$ cat config.mk
export PLATFORM = sky130hd
export DESIGN_NAME = axi_lite_mem_port_flat
export DESIGN_NICKNAME = d
export VERILOG_FILES = /design/src/rtl/axi_lite_mem_port_pkg.sv /design/src/rtl/axi_lite_mem_port_if.sv /design/src/rtl/axi_lite_mem_port_align.sv /design/src/rtl/axi_lite_mem_port.sv /design/src/flat_wrapper.sv
export SDC_FILE = /design/constraint.sdc
export NUM_CORES = 1
export LEC_CHECK = 0
export ABC_AREA = 1
export BUFFER_PORTS_ARGS = -buffer_cell sky130_fd_sc_hd__buf_2
export CORE_MARGIN = 10
export CORE_UTILIZATION = 30
export CTS_CLUSTER_DIAMETER = 50
export DETAILED_ROUTE_END_ITERATION = 7
export GPL_TIMING_DRIVEN = 0
export HOLD_SLACK_MARGIN = 0.12
export PLACE_DENSITY = 0.56
export SLEW_MARGIN = 20
export SYNTH_ARGS = -nofsm -noshare
export SYNTH_HDL_FRONTEND = slang
export SYNTH_HIERARCHICAL = 1
export SYNTH_SLANG_ARGS = --single-unit
$ cat constraint.sdc
create_clock -name clk -period 2 [get_ports clk]
set_input_delay 0.4 -clock clk [delete_from_list [all_inputs] [get_ports clk]]
set_output_delay 0.4 -clock clk [all_outputs]
set_load 0.02 [all_outputs]
$ cat src/rtl/axi_lite_mem_port_pkg.sv
// Shared types for the AXI4-lite memory port: access sizes, fault codes,
// AXI response encodings and the port FSM state encoding.
package mem_port_pkg;

    typedef enum logic [1:0] {
        SZ_BYTE  = 2'd0,
        SZ_HALF  = 2'd1,
        SZ_WORD  = 2'd2,
        SZ_DWORD = 2'd3
    } mem_size_t;

    typedef enum logic [1:0] {
        BUS_ERR      = 2'b00,
        MISALIGNED   = 2'b01,
        ILLEGAL_SIZE = 2'b10,
        TIMEOUT      = 2'b11
    } fault_code_t;

    localparam logic [1:0] AXI_OKAY   = 2'b00;
    localparam logic [1:0] AXI_EXOKAY = 2'b01;
    localparam logic [1:0] AXI_SLVERR = 2'b10;
    localparam logic [1:0] AXI_DECERR = 2'b11;

    typedef enum logic [2:0] {
        ST_IDLE,
        ST_AR,
        ST_R,
        ST_AW_W,
        ST_B,
        ST_RESP
    } state_t;

    // Low address bits that must be zero for an access of this size.
    function automatic logic [2:0] size_mask(mem_size_t size);
        return 3'((4'd1 << size) - 4'd1);
    endfunction

    function automatic logic resp_is_err(logic [1:0] resp);
        return (resp == AXI_SLVERR) || (resp == AXI_DECERR);
    endfunction

endpackage

$ cat src/rtl/axi_lite_mem_port_if.sv
// AXI4-lite bus bundle between the memory port (master) and the fabric (slave).
interface axi_lite_mem_port_if #(
    parameter int ADDR_W = 32,
    parameter int DATA_W = 32
);
    logic              awvalid;
    logic              awready;
    logic [ADDR_W-1:0] awaddr;
    logic [2:0]        awprot;
    logic              wvalid;
    logic              wready;
    logic [DATA_W-1:0] wdata;
    logic [DATA_W/8-1:0] wstrb;
    logic              bvalid;
    logic              bready;
    logic [1:0]        bresp;
    logic              arvalid;
    logic              arready;
    logic [ADDR_W-1:0] araddr;
    logic [2:0]        arprot;
    logic              rvalid;
    logic              rready;
    logic [DATA_W-1:0] rdata;
    logic [1:0]        rresp;

    modport master (
        output awvalid, awaddr, awprot, wvalid, wdata, wstrb, bready,
               arvalid, araddr, arprot, rready,
        input  awready, wready, bvalid, bresp, arready, rvalid, rdata, rresp
    );

    modport slave (
        input  awvalid, awaddr, awprot, wvalid, wdata, wstrb, bready,
               arvalid, araddr, arprot, rready,
        output awready, wready, bvalid, bresp, arready, rvalid, rdata, rresp
    );
endinterface

$ cat src/rtl/axi_lite_mem_port_align.sv
// mem_lane_align: byte-lane steering for the memory port. Shifts store data
// and strobes up to the addressed lane, and pulls load data down from it with
// sign or zero extension. Purely combinational.
module mem_lane_align
    import mem_port_pkg::*;
#(
    parameter int DATA_W = 32
) (
    input  mem_size_t                   size,
    input  logic                        is_unsigned,
    input  logic [$clog2(DATA_W/8)-1:0] offset,
    input  logic [DATA_W-1:0]           store_data,
    input  logic [DATA_W-1:0]           load_bus,
    output logic [DATA_W-1:0]           wdata,
    output logic [DATA_W/8-1:0]         wstrb,
    output logic [DATA_W-1:0]           load_data
);
    localparam int NB = DATA_W / 8;

    logic [DATA_W-1:0] shifted;
    logic [DATA_W-1:0] mask;
    logic [NB-1:0]     strb_base;
    logic              sign;
    int                nbytes;

    // Build the access-size byte mask, then steer store and load data through it.
    always_comb begin
        nbytes    = 1 << size;
        mask      = '0;
        strb_base = '0;
        for (int i = 0; i < NB; i++) begin
            if (i < nbytes) begin
                mask[8*i +: 8] = 8'hFF;
                strb_base[i]   = 1'b1;
            end
        end
        wdata   = store_data << {offset, 3'b000};
        wstrb   = strb_base << offset;
        shifted = load_bus >> {offset, 3'b000};
        case (size)
            SZ_BYTE: sign = shifted[7];
            SZ_HALF: sign = shifted[15];
            SZ_WORD: sign = shifted[31];
            default: sign = shifted[DATA_W-1];
        endcase
        load_data = shifted & mask;
        if (!is_unsigned && sign) begin
            load_data = load_data | ~mask;
        end
    end
endmodule

$ cat src/rtl/axi_lite_mem_port.sv
// AXI4-lite master serving core fetches, loads and stores, one transaction
// at a time. Optional wait-state watchdog: define MEM_PORT_TIMEOUT_EN.
//
// state   | meaning
// IDLE    | ready for a core request
// AR      | read address offered
// R       | waiting for read data
// AW_W    | write address and data offered, each retiring on its own
// B       | waiting for write response
// RESP    | response held for the core
module axi_lite_mem_port
    import mem_port_pkg::*;
#(
    parameter int         ADDR_W         = 32,
    parameter int         DATA_W         = 32,
    parameter logic [2:0] INSTR_PROT     = 3'b101,
    parameter logic [2:0] DATA_PROT      = 3'b000,
    parameter int         TIMEOUT_CYCLES = 256
) (
    input  logic              clk,
    input  logic              reset,
    input  logic              req_valid,
    output logic              req_ready,
    input  logic              req_write,
    input  logic              req_instr,
    input  logic [1:0]        req_size,
    input  logic              req_unsigned,
    input  logic [ADDR_W-1:0] req_addr,
    input  logic [DATA_W-1:0] req_wdata,
    output logic              rsp_valid,
    input  logic              rsp_ready,
    output logic [DATA_W-1:0] rsp_rdata,
    output logic              rsp_fault,
    output logic [1:0]        rsp_code,
    axi_lite_mem_port_if.master axi
);
    localparam int OFF = $clog2(DATA_W / 8);

    state_t              state_q, state_d;
    mem_size_t           size_in, size_q;
    logic                instr_q, unsigned_q, aw_done_q, w_done_q;
    logic [ADDR_W-1:0]   addr_q, addr_aligned;
    logic [DATA_W-1:0]   wdata_q, lane_wdata, lane_rdata;
    logic [DATA_W/8-1:0] lane_wstrb;
    logic                accept, illegal, misaligned, rd_done, wr_done, timeout_hit;
    logic                arvalid, rready, awvalid, wvalid, bready;

    assign size_in      = mem_size_t'(req_size);
    assign illegal      = (size_in == SZ_DWORD) && (DATA_W == 32);
    assign misaligned   = |(req_addr[2:0] & size_mask(size_in));
    assign req_ready    = (state_q == ST_IDLE) && reset;
    assign accept       = req_valid && req_ready;
    assign rd_done      = (state_q == ST_R) && axi.rvalid;
    assign wr_done      = (state_q == ST_B) && axi.bvalid;
    assign addr_aligned = addr_q & ~ADDR_W'(DATA_W / 8 - 1);

`ifdef MEM_PORT_TIMEOUT_EN
    localparam int CNT_W = $clog2(TIMEOUT_CYCLES + 1);

    logic [CNT_W-1:0] tmo_cnt_q;
    logic             in_bus;

    assign in_bus = (state_q == ST_AR) || (state_q == ST_R) ||
                    (state_q == ST_AW_W) || (state_q == ST_B);

    // Down-counter armed on acceptance; terminal count ends the transaction.
    always_ff @(posedge clk) begin
        if (!reset) begin
            tmo_cnt_q <= '0;
        end else if (accept) begin
            tmo_cnt_q <= CNT_W'(TIMEOUT_CYCLES - 1);
        end else if (in_bus && tmo_cnt_q != '0) begin
            tmo_cnt_q <= tmo_cnt_q - 1'b1;
        end
    end

    assign timeout_hit = in_bus && (tmo_cnt_q == '0) && !rd_done && !wr_done;
`else
    logic unused_timeout_cycles;
    assign unused_timeout_cycles = (TIMEOUT_CYCLES > 0);
    assign timeout_hit           = 1'b0;
`endif

    mem_lane_align #(.DATA_W(DATA_W)) u_align (
        .size        (size_q),
        .is_unsigned (unsigned_q),
        .offset      (addr_q[OFF-1:0]),
        .store_data  (wdata_q),
        .load_bus    (axi.rdata),
        .wdata       (lane_wdata),
        .wstrb       (lane_wstrb),
        .load_data   (lane_rdata)
    );

    // State register.
    always_ff @(posedge clk) begin
        if (!reset) state_q <= ST_IDLE;
        else        state_q <= state_d;
    end

    // Next-state and handshake outputs.
    always_comb begin
        state_d   = state_q;
        arvalid   = 1'b0;
        rready    = 1'b0;
        awvalid   = 1'b0;
        wvalid    = 1'b0;
        bready    = 1'b0;
        rsp_valid = 1'b0;
        case (state_q)
            ST_IDLE: begin
                if (accept) begin
                    if (illegal || misaligned) state_d = ST_RESP;
                    else if (req_write)        state_d = ST_AW_W;
                    else                       state_d = ST_AR;
                end
            end
            ST_AR: begin
                arvalid = 1'b1;
                if (timeout_hit)      state_d = ST_RESP;
                else if (axi.arready) state_d = ST_R;
            end
            ST_R: begin
                rready = 1'b1;
                if (axi.rvalid || timeout_hit) state_d = ST_RESP;
            end
            ST_AW_W: begin
                awvalid = !aw_done_q;
                wvalid  = !w_done_q;
                if (timeout_hit) begin
                    state_d = ST_RESP;
                end else if ((aw_done_q || axi.awready) && (w_done_q || axi.wready)) begin
                    state_d = ST_B;
                end
            end
            ST_B: begin
                bready = 1'b1;
                if (axi.bvalid || timeout_hit) state_d = ST_RESP;
            end
            ST_RESP: begin
                rsp_valid = 1'b1;
                if (rsp_ready) state_d = ST_IDLE;
            end
            default: state_d = ST_IDLE;
        endcase
    end

    // Request latch, write-channel bookkeeping and response capture.
    always_ff @(posedge clk) begin
        if (!reset) begin
            size_q     <= SZ_BYTE;
            instr_q    <= 1'b0;
            unsigned_q <= 1'b0;
            addr_q     <= '0;
            wdata_q    <= '0;
            aw_done_q  <= 1'b0;
            w_done_q   <= 1'b0;
            rsp_rdata  <= '0;
            rsp_fault  <= 1'b0;
            rsp_code   <= BUS_ERR;
        end else begin
            if (accept) begin
                size_q     <= size_in;
                instr_q    <= req_instr && !req_write;
                unsigned_q <= req_unsigned;
                addr_q     <= req_addr;
                wdata_q    <= req_wdata;
                aw_done_q  <= 1'b0;
                w_done_q   <= 1'b0;
                if (illegal || misaligned) begin
                    rsp_rdata <= '0;
                    rsp_fault <= 1'b1;
                    rsp_code  <= illegal ? ILLEGAL_SIZE : MISALIGNED;
                end
            end
            if (state_q == ST_AW_W) begin
                if (axi.awready) aw_done_q <= 1'b1;
                if (axi.wready)  w_done_q  <= 1'b1;
            end
            if (timeout_hit) begin
                rsp_rdata <= '0;
                rsp_fault <= 1'b1;
                rsp_code  <= TIMEOUT;
            end else if (rd_done) begin
                rsp_rdata <= resp_is_err(axi.rresp) ? '0 : lane_rdata;
                rsp_fault <= resp_is_err(axi.rresp);
                rsp_code  <= BUS_ERR;
            end else if (wr_done) begin
                rsp_rdata <= '0;
                rsp_fault <= resp_is_err(axi.bresp);
                rsp_code  <= BUS_ERR;
            end
        end
    end

    // Address, data and prot are only driven while their channel is active.
    assign axi.arvalid = arvalid;
    assign axi.araddr  = arvalid ? addr_aligned : '0;
    assign axi.arprot  = arvalid ? (instr_q ? INSTR_PROT : DATA_PROT) : 3'b000;
    assign axi.rready  = rready;
    assign axi.awvalid = awvalid;
    assign axi.awaddr  = (state_q == ST_AW_W) ? addr_aligned : '0;
    assign axi.awprot  = (state_q == ST_AW_W) ? DATA_PROT : 3'b000;
    assign axi.wvalid  = wvalid;
    assign axi.wdata   = (state_q == ST_AW_W) ? lane_wdata : '0;
    assign axi.wstrb   = (state_q == ST_AW_W) ? lane_wstrb : '0;
    assign axi.bready  = bready;
endmodule
$ cat src/flat_wrapper.sv
// flat-port wrapper written by rule: the top's interface ports become plain ports
module axi_lite_mem_port_flat import mem_port_pkg::*;
#(
    parameter int         ADDR_W         = 32,
    parameter int         DATA_W         = 32,
    parameter logic [2:0] INSTR_PROT     = 3'b101,
    parameter logic [2:0] DATA_PROT      = 3'b000,
    parameter int         TIMEOUT_CYCLES = 256
)
  (clk, reset, req_valid, req_ready, req_write, req_instr, req_size, req_unsigned, req_addr, req_wdata, rsp_valid, rsp_ready, rsp_rdata, rsp_fault, rsp_code, axi_awvalid, axi_awaddr, axi_awprot, axi_wvalid, axi_wdata, axi_wstrb, axi_bready, axi_arvalid, axi_araddr, axi_arprot, axi_rready, axi_awready, axi_wready, axi_bvalid, axi_bresp, axi_arready, axi_rvalid, axi_rdata, axi_rresp);
  axi_lite_mem_port_if #(.ADDR_W(ADDR_W), .DATA_W(DATA_W)) axi_i ();
  input  logic clk;
  input  logic reset;
  input  logic req_valid;
  output logic req_ready;
  input  logic req_write;
  input  logic req_instr;
  input  logic [1:0] req_size;
  input  logic req_unsigned;
  input  logic [ADDR_W-1:0] req_addr;
  input  logic [DATA_W-1:0] req_wdata;
  output logic rsp_valid;
  input  logic rsp_ready;
  output logic [DATA_W-1:0] rsp_rdata;
  output logic rsp_fault;
  output logic [1:0] rsp_code;
  output wire logic [$bits(axi_i.awvalid)-1:0] axi_awvalid;
  output wire logic [$bits(axi_i.awaddr)-1:0] axi_awaddr;
  output wire logic [$bits(axi_i.awprot)-1:0] axi_awprot;
  output wire logic [$bits(axi_i.wvalid)-1:0] axi_wvalid;
  output wire logic [$bits(axi_i.wdata)-1:0] axi_wdata;
  output wire logic [$bits(axi_i.wstrb)-1:0] axi_wstrb;
  output wire logic [$bits(axi_i.bready)-1:0] axi_bready;
  output wire logic [$bits(axi_i.arvalid)-1:0] axi_arvalid;
  output wire logic [$bits(axi_i.araddr)-1:0] axi_araddr;
  output wire logic [$bits(axi_i.arprot)-1:0] axi_arprot;
  output wire logic [$bits(axi_i.rready)-1:0] axi_rready;
  input wire logic [$bits(axi_i.awready)-1:0] axi_awready;
  input wire logic [$bits(axi_i.wready)-1:0] axi_wready;
  input wire logic [$bits(axi_i.bvalid)-1:0] axi_bvalid;
  input wire logic [$bits(axi_i.bresp)-1:0] axi_bresp;
  input wire logic [$bits(axi_i.arready)-1:0] axi_arready;
  input wire logic [$bits(axi_i.rvalid)-1:0] axi_rvalid;
  input wire logic [$bits(axi_i.rdata)-1:0] axi_rdata;
  input wire logic [$bits(axi_i.rresp)-1:0] axi_rresp;
  assign axi_awvalid = axi_i.awvalid;
  assign axi_awaddr = axi_i.awaddr;
  assign axi_awprot = axi_i.awprot;
  assign axi_wvalid = axi_i.wvalid;
  assign axi_wdata = axi_i.wdata;
  assign axi_wstrb = axi_i.wstrb;
  assign axi_bready = axi_i.bready;
  assign axi_arvalid = axi_i.arvalid;
  assign axi_araddr = axi_i.araddr;
  assign axi_arprot = axi_i.arprot;
  assign axi_rready = axi_i.rready;
  assign axi_i.awready = axi_awready;
  assign axi_i.wready = axi_wready;
  assign axi_i.bvalid = axi_bvalid;
  assign axi_i.bresp = axi_bresp;
  assign axi_i.arready = axi_arready;
  assign axi_i.rvalid = axi_rvalid;
  assign axi_i.rdata = axi_rdata;
  assign axi_i.rresp = axi_rresp;
  axi_lite_mem_port #(.ADDR_W(ADDR_W), .DATA_W(DATA_W), .INSTR_PROT(INSTR_PROT), .DATA_PROT(DATA_PROT), .TIMEOUT_CYCLES(TIMEOUT_CYCLES)) u_core (.clk(clk), .reset(reset), .req_valid(req_valid), .req_ready(req_ready), .req_write(req_write), .req_instr(req_instr), .req_size(req_size), .req_unsigned(req_unsigned), .req_addr(req_addr), .req_wdata(req_wdata), .rsp_valid(rsp_valid), .rsp_ready(rsp_ready), .rsp_rdata(rsp_rdata), .rsp_fault(rsp_fault), .rsp_code(rsp_code), .axi(axi_i));
endmodule
==> impl_metrics.yaml <==
run_status:
  outcome: "complete, but fails checks"
  violations: "negative setup slack"
sta:
  clock-skew-final_ns: 0.00970
  finalSetupViolations: 23
  rsz0062_at_grt: "true"
  finalHoldViolations: 0
  relSlewSlack: 0.556
  hold-worst-slack_ns: 0.232
  setup_tns_ns: -1.03
  final_max_slew_viols: 0
  finalWorstPathRequiredPeriod_ns: 2.08
  min_period_over_period: 1.04
  setup_slack_ns: -0.0850
  tightestPinTransition_ns: 0.666
  clock.fmax_mhz: 480
synth:
  synth.area.mux_share: 0
  yosysSeqAreaShare: 0.356
  mappedNetlistArea_um2: 6070
  synth_compound_gate_area_share: 0.158
  most_numerous_cell_in_the_yosys_netlist: "sky130_fd_sc_hd__nand2_1"
  adder_cell_share_of_the_synthesized_area: 0
  synth_xor_xnor_area_share: 0
  syn-mean-instance-area_um2: 6.34
  ys_top_cells_by_count: "222 x sky130_fd_sc_hd__nand2_1, 147 x sky130_fd_sc_hd__nor2_1, 108 x sky130_fd_sc_hd__dfxtp_1"
  synth_top_area_cell: "sky130_fd_sc_hd__dfxtp_1"
  main_combinational_cell_family_by_area_after_synthesis: "simple AND/OR/NAND/NOR gates"
  post_synth_num_cell_types: 33
  post_synthesis_share_of_cell_area_spent_on_and_or_nand_and_nor_gates: 0.337
  synth_area_leaders: "sky130_fd_sc_hd__dfxtp_1 36%, sky130_fd_sc_hd__nand2_1 14%, sky130_fd_sc_hd__nor2_1 9.1%, sky130_fd_sc_hd__a21oi_1 7.5%, sky130_fd_sc_hd__nand3_1 7.0%"
  yosysWarnings: 6
  postSynthRegisterBits: 108
  synth_top_cell_area_share: 0.356
  synth_async_sr_flop_share: 0
  synthFlopType: "sky130_fd_sc_hd__dfxtp_1"
  synth-edff-count: 0
  synth_cells: 957
route:
  firstDrtPassIters: 5
  detail_route.drc_violations: 0
  wl_um: 26600
  wl_per_cell_um: 17.6
  drtAntennaViolNets: 0
  initialDrtViolationCount: 468
  drt-vias-per-instance: 4.77
  vias: 7216
setup_path:
  worst-endpoint-arrival_ns: 1.68
  timing.critical_path.slowest_stage_cell: "sky130_fd_sc_hd__dfxtp_4"
  critical_path.n_buffers_inverters: 5
  worst_setup_path_startpoint: "u_core/addr_q[0]"
  cp.required_ns: 1.60
  critical_path.top_delay_family: "buffers and inverters"
  endpoint_kind: "output pin"
  critPathMaxStageDelay_ns: 0.37
  cp_common_cell: "sky130_fd_sc_hd__nor2_1"
  start_kind: "register"
  worstReg2RegStart: "u_core/addr_q[1]"
  critical_path.cell_chain: "buf_12 -> buf_6 -> nor2_4 -> inv_4 -> nor2_1 -> inv_1 -> nor2_1 -> buf_4"
  critical_path_peak_fanout: 10
  criticalPathCategory: "register to output pin"
cells_and_area:
  final_cells: 1512
  utilization: 0.476
  layout-drive-gt1-share: 0.380
  design_area_um2: 9350
  areaGrowthSynthToFinish_pct: 54.0
  finalNetCount: 1355
floorplanning:
  start_util: 0.309
  floorplan.io_pins: 262
  die_width_um: 162
  floorplan.die_area_um2: 26300
  placement_rows: 51
  core_outline_area_um2: 19700
  die_y_um: 162
clock_tree:
  cts_sinks: 108
  ctsLongestPathBuffers: 2
  cts_made_buffers: 9
  tritoncts: "yes"
  clkSlewWorstSetupHoldPaths_ns: 0.07
  cts_root_buffer: "sky130_fd_sc_hd__clkbuf_16"
  cts.htree.levels: 3
  clk-insertion-delay-late_ns: 0.36
global_routing:
  number_of_global_route_vias_before_repair: 6840
  initial_antenna_violation_count: 1
  global_route.overflow_total: 0
  grt_pass1_wl_um: 39100
  grt_max_degree: 20
  grt_usage: 0.187
hold_path:
  worst_hold_path_type: "input port to register"
  holdCritStartpoint: "req_wdata[10]"
placed_design:
  dp.cells: 1479
  hpwlAfterDp_um: 20400
  placed_cell_area_um2: 7680
  gp_routability_congestion: 0.907
  dp_worst_setup_slack_ns: -0.246
  io_buffer_count: 250
power_and_ir_drop:
  total_power_mw: 9.53
  power-per-cell-area_nw_per_um2: 1020
  leakage_nw: 4.32
  peakVddDrop_mv: 0.471
job:
  max_cap_violations: 0
## area by class of cell
class | count | area, µm²
Buffer | 74 | 727
Antenna cell | 1 | 2.50
Timing Repair Buffer | 267 | 1820
Sequential cell | 108 | 2170
Inverter | 115 | 454
Multi-Input combinational cell | 666 | 3540
Clock buffer | 11 | 243
Fill cell | 2096 | 10300
Tap cell | 265 | 332
Clock inverter | 5 | 60.1
## layout by cell type (no fill, tap or decap), drive strengths merged, types with 3 or more instances in the layout
master  Yosys  final
nor3        3      3
nand3      88     88
a21oi      91     91
clkinv      1      4
nor2      154    154
a22oi      16     16
o21ai      56     56
clkbuf     21     27
nand2     228    228
conb        1      8
nand3b      3      3
buf        54    325
o22ai       7      7
dfxtp     108    108
inv       114    114
o211ai      7      7
## sequential cells by signal, summed over array words and instances (netlist names)
register           cells
u_core/addr_q         32
u_core/aw_done_q       1
u_core/instr_q         1
u_core/rsp_code        2
u_core/rsp_fault       1
u_core/rsp_rdata      32
u_core/size_q          2
u_core/state_q         3
u_core/unsigned_q      1
u_core/w_done_q        1
u_core/wdata_q        32
## worst register-to-register path: stages, from the launching register on
cell and delay [ns]:
sky130_fd_sc_hd__dfxtp_2 0.33, sky130_fd_sc_hd__buf_6 0.13, sky130_fd_sc_hd__buf_4 0.15, sky130_fd_sc_hd__nor2_4 0.20, sky130_fd_sc_hd__nand3_1 0.16, sky130_fd_sc_hd__nand3_2 0.14, sky130_fd_sc_hd__nand3_4 0.13, sky130_fd_sc_hd__buf_6 0.17
sky130_fd_sc_hd__nand2_1 0.08, sky130_fd_sc_hd__nand2_1 0.06, sky130_fd_sc_hd__a21oi_1 0.17
## power by group
group / switching (mW) / internal (mW)
sequential: 0.266 / 2.56
combinational: 3.07 / 1.78
clock: 0.849 / 1.01
## kinds of logic (layout without fill, tap and decap cells)
logic type	count (synthesis)	count (layout)
AND/OR/NAND/NOR	480	480
buffers and inverters	190	472
AO/OA/AOI/OAI	178	178
other	1	9
flip-flops	108	108
## final timing paths
kind / endpoint / slack [ns] / cells past startpoint
max reg2reg: u_core/rsp_rdata[30] / 0.21 / 10
max: axi_wdata[5] / -0.08 / 8
min: u_core/wdata_q[10] / 0.23 / 3
min reg2reg: u_core/instr_q / 0.47 / 2
## routing by layer
| layer | up-vias | GRT usage | share of wire |
|---|---|---|---|
| li1 | 3587 | - | - |
| met1 | 3347 | 0.236 | 0.44 |
| met2 | 250 | 0.306 | 0.48 |
| met3 | 32 | 0.0447 | 0.059 |
| met4 | 0 | 0.0579 | 0.020 |
| met5 | - | 0 | 0 |
## what timing repair did
item                       CTS  global route
pin swaps                    7            19
hold buffers                 0             0
gates resized for setup    125           267
buffers inserted            10             6
setup endpoints to repair  100            91
hold endpoints to repair     0             0
cloned                       0             1
No activity file was read; power rests on OpenSTA's default activity.
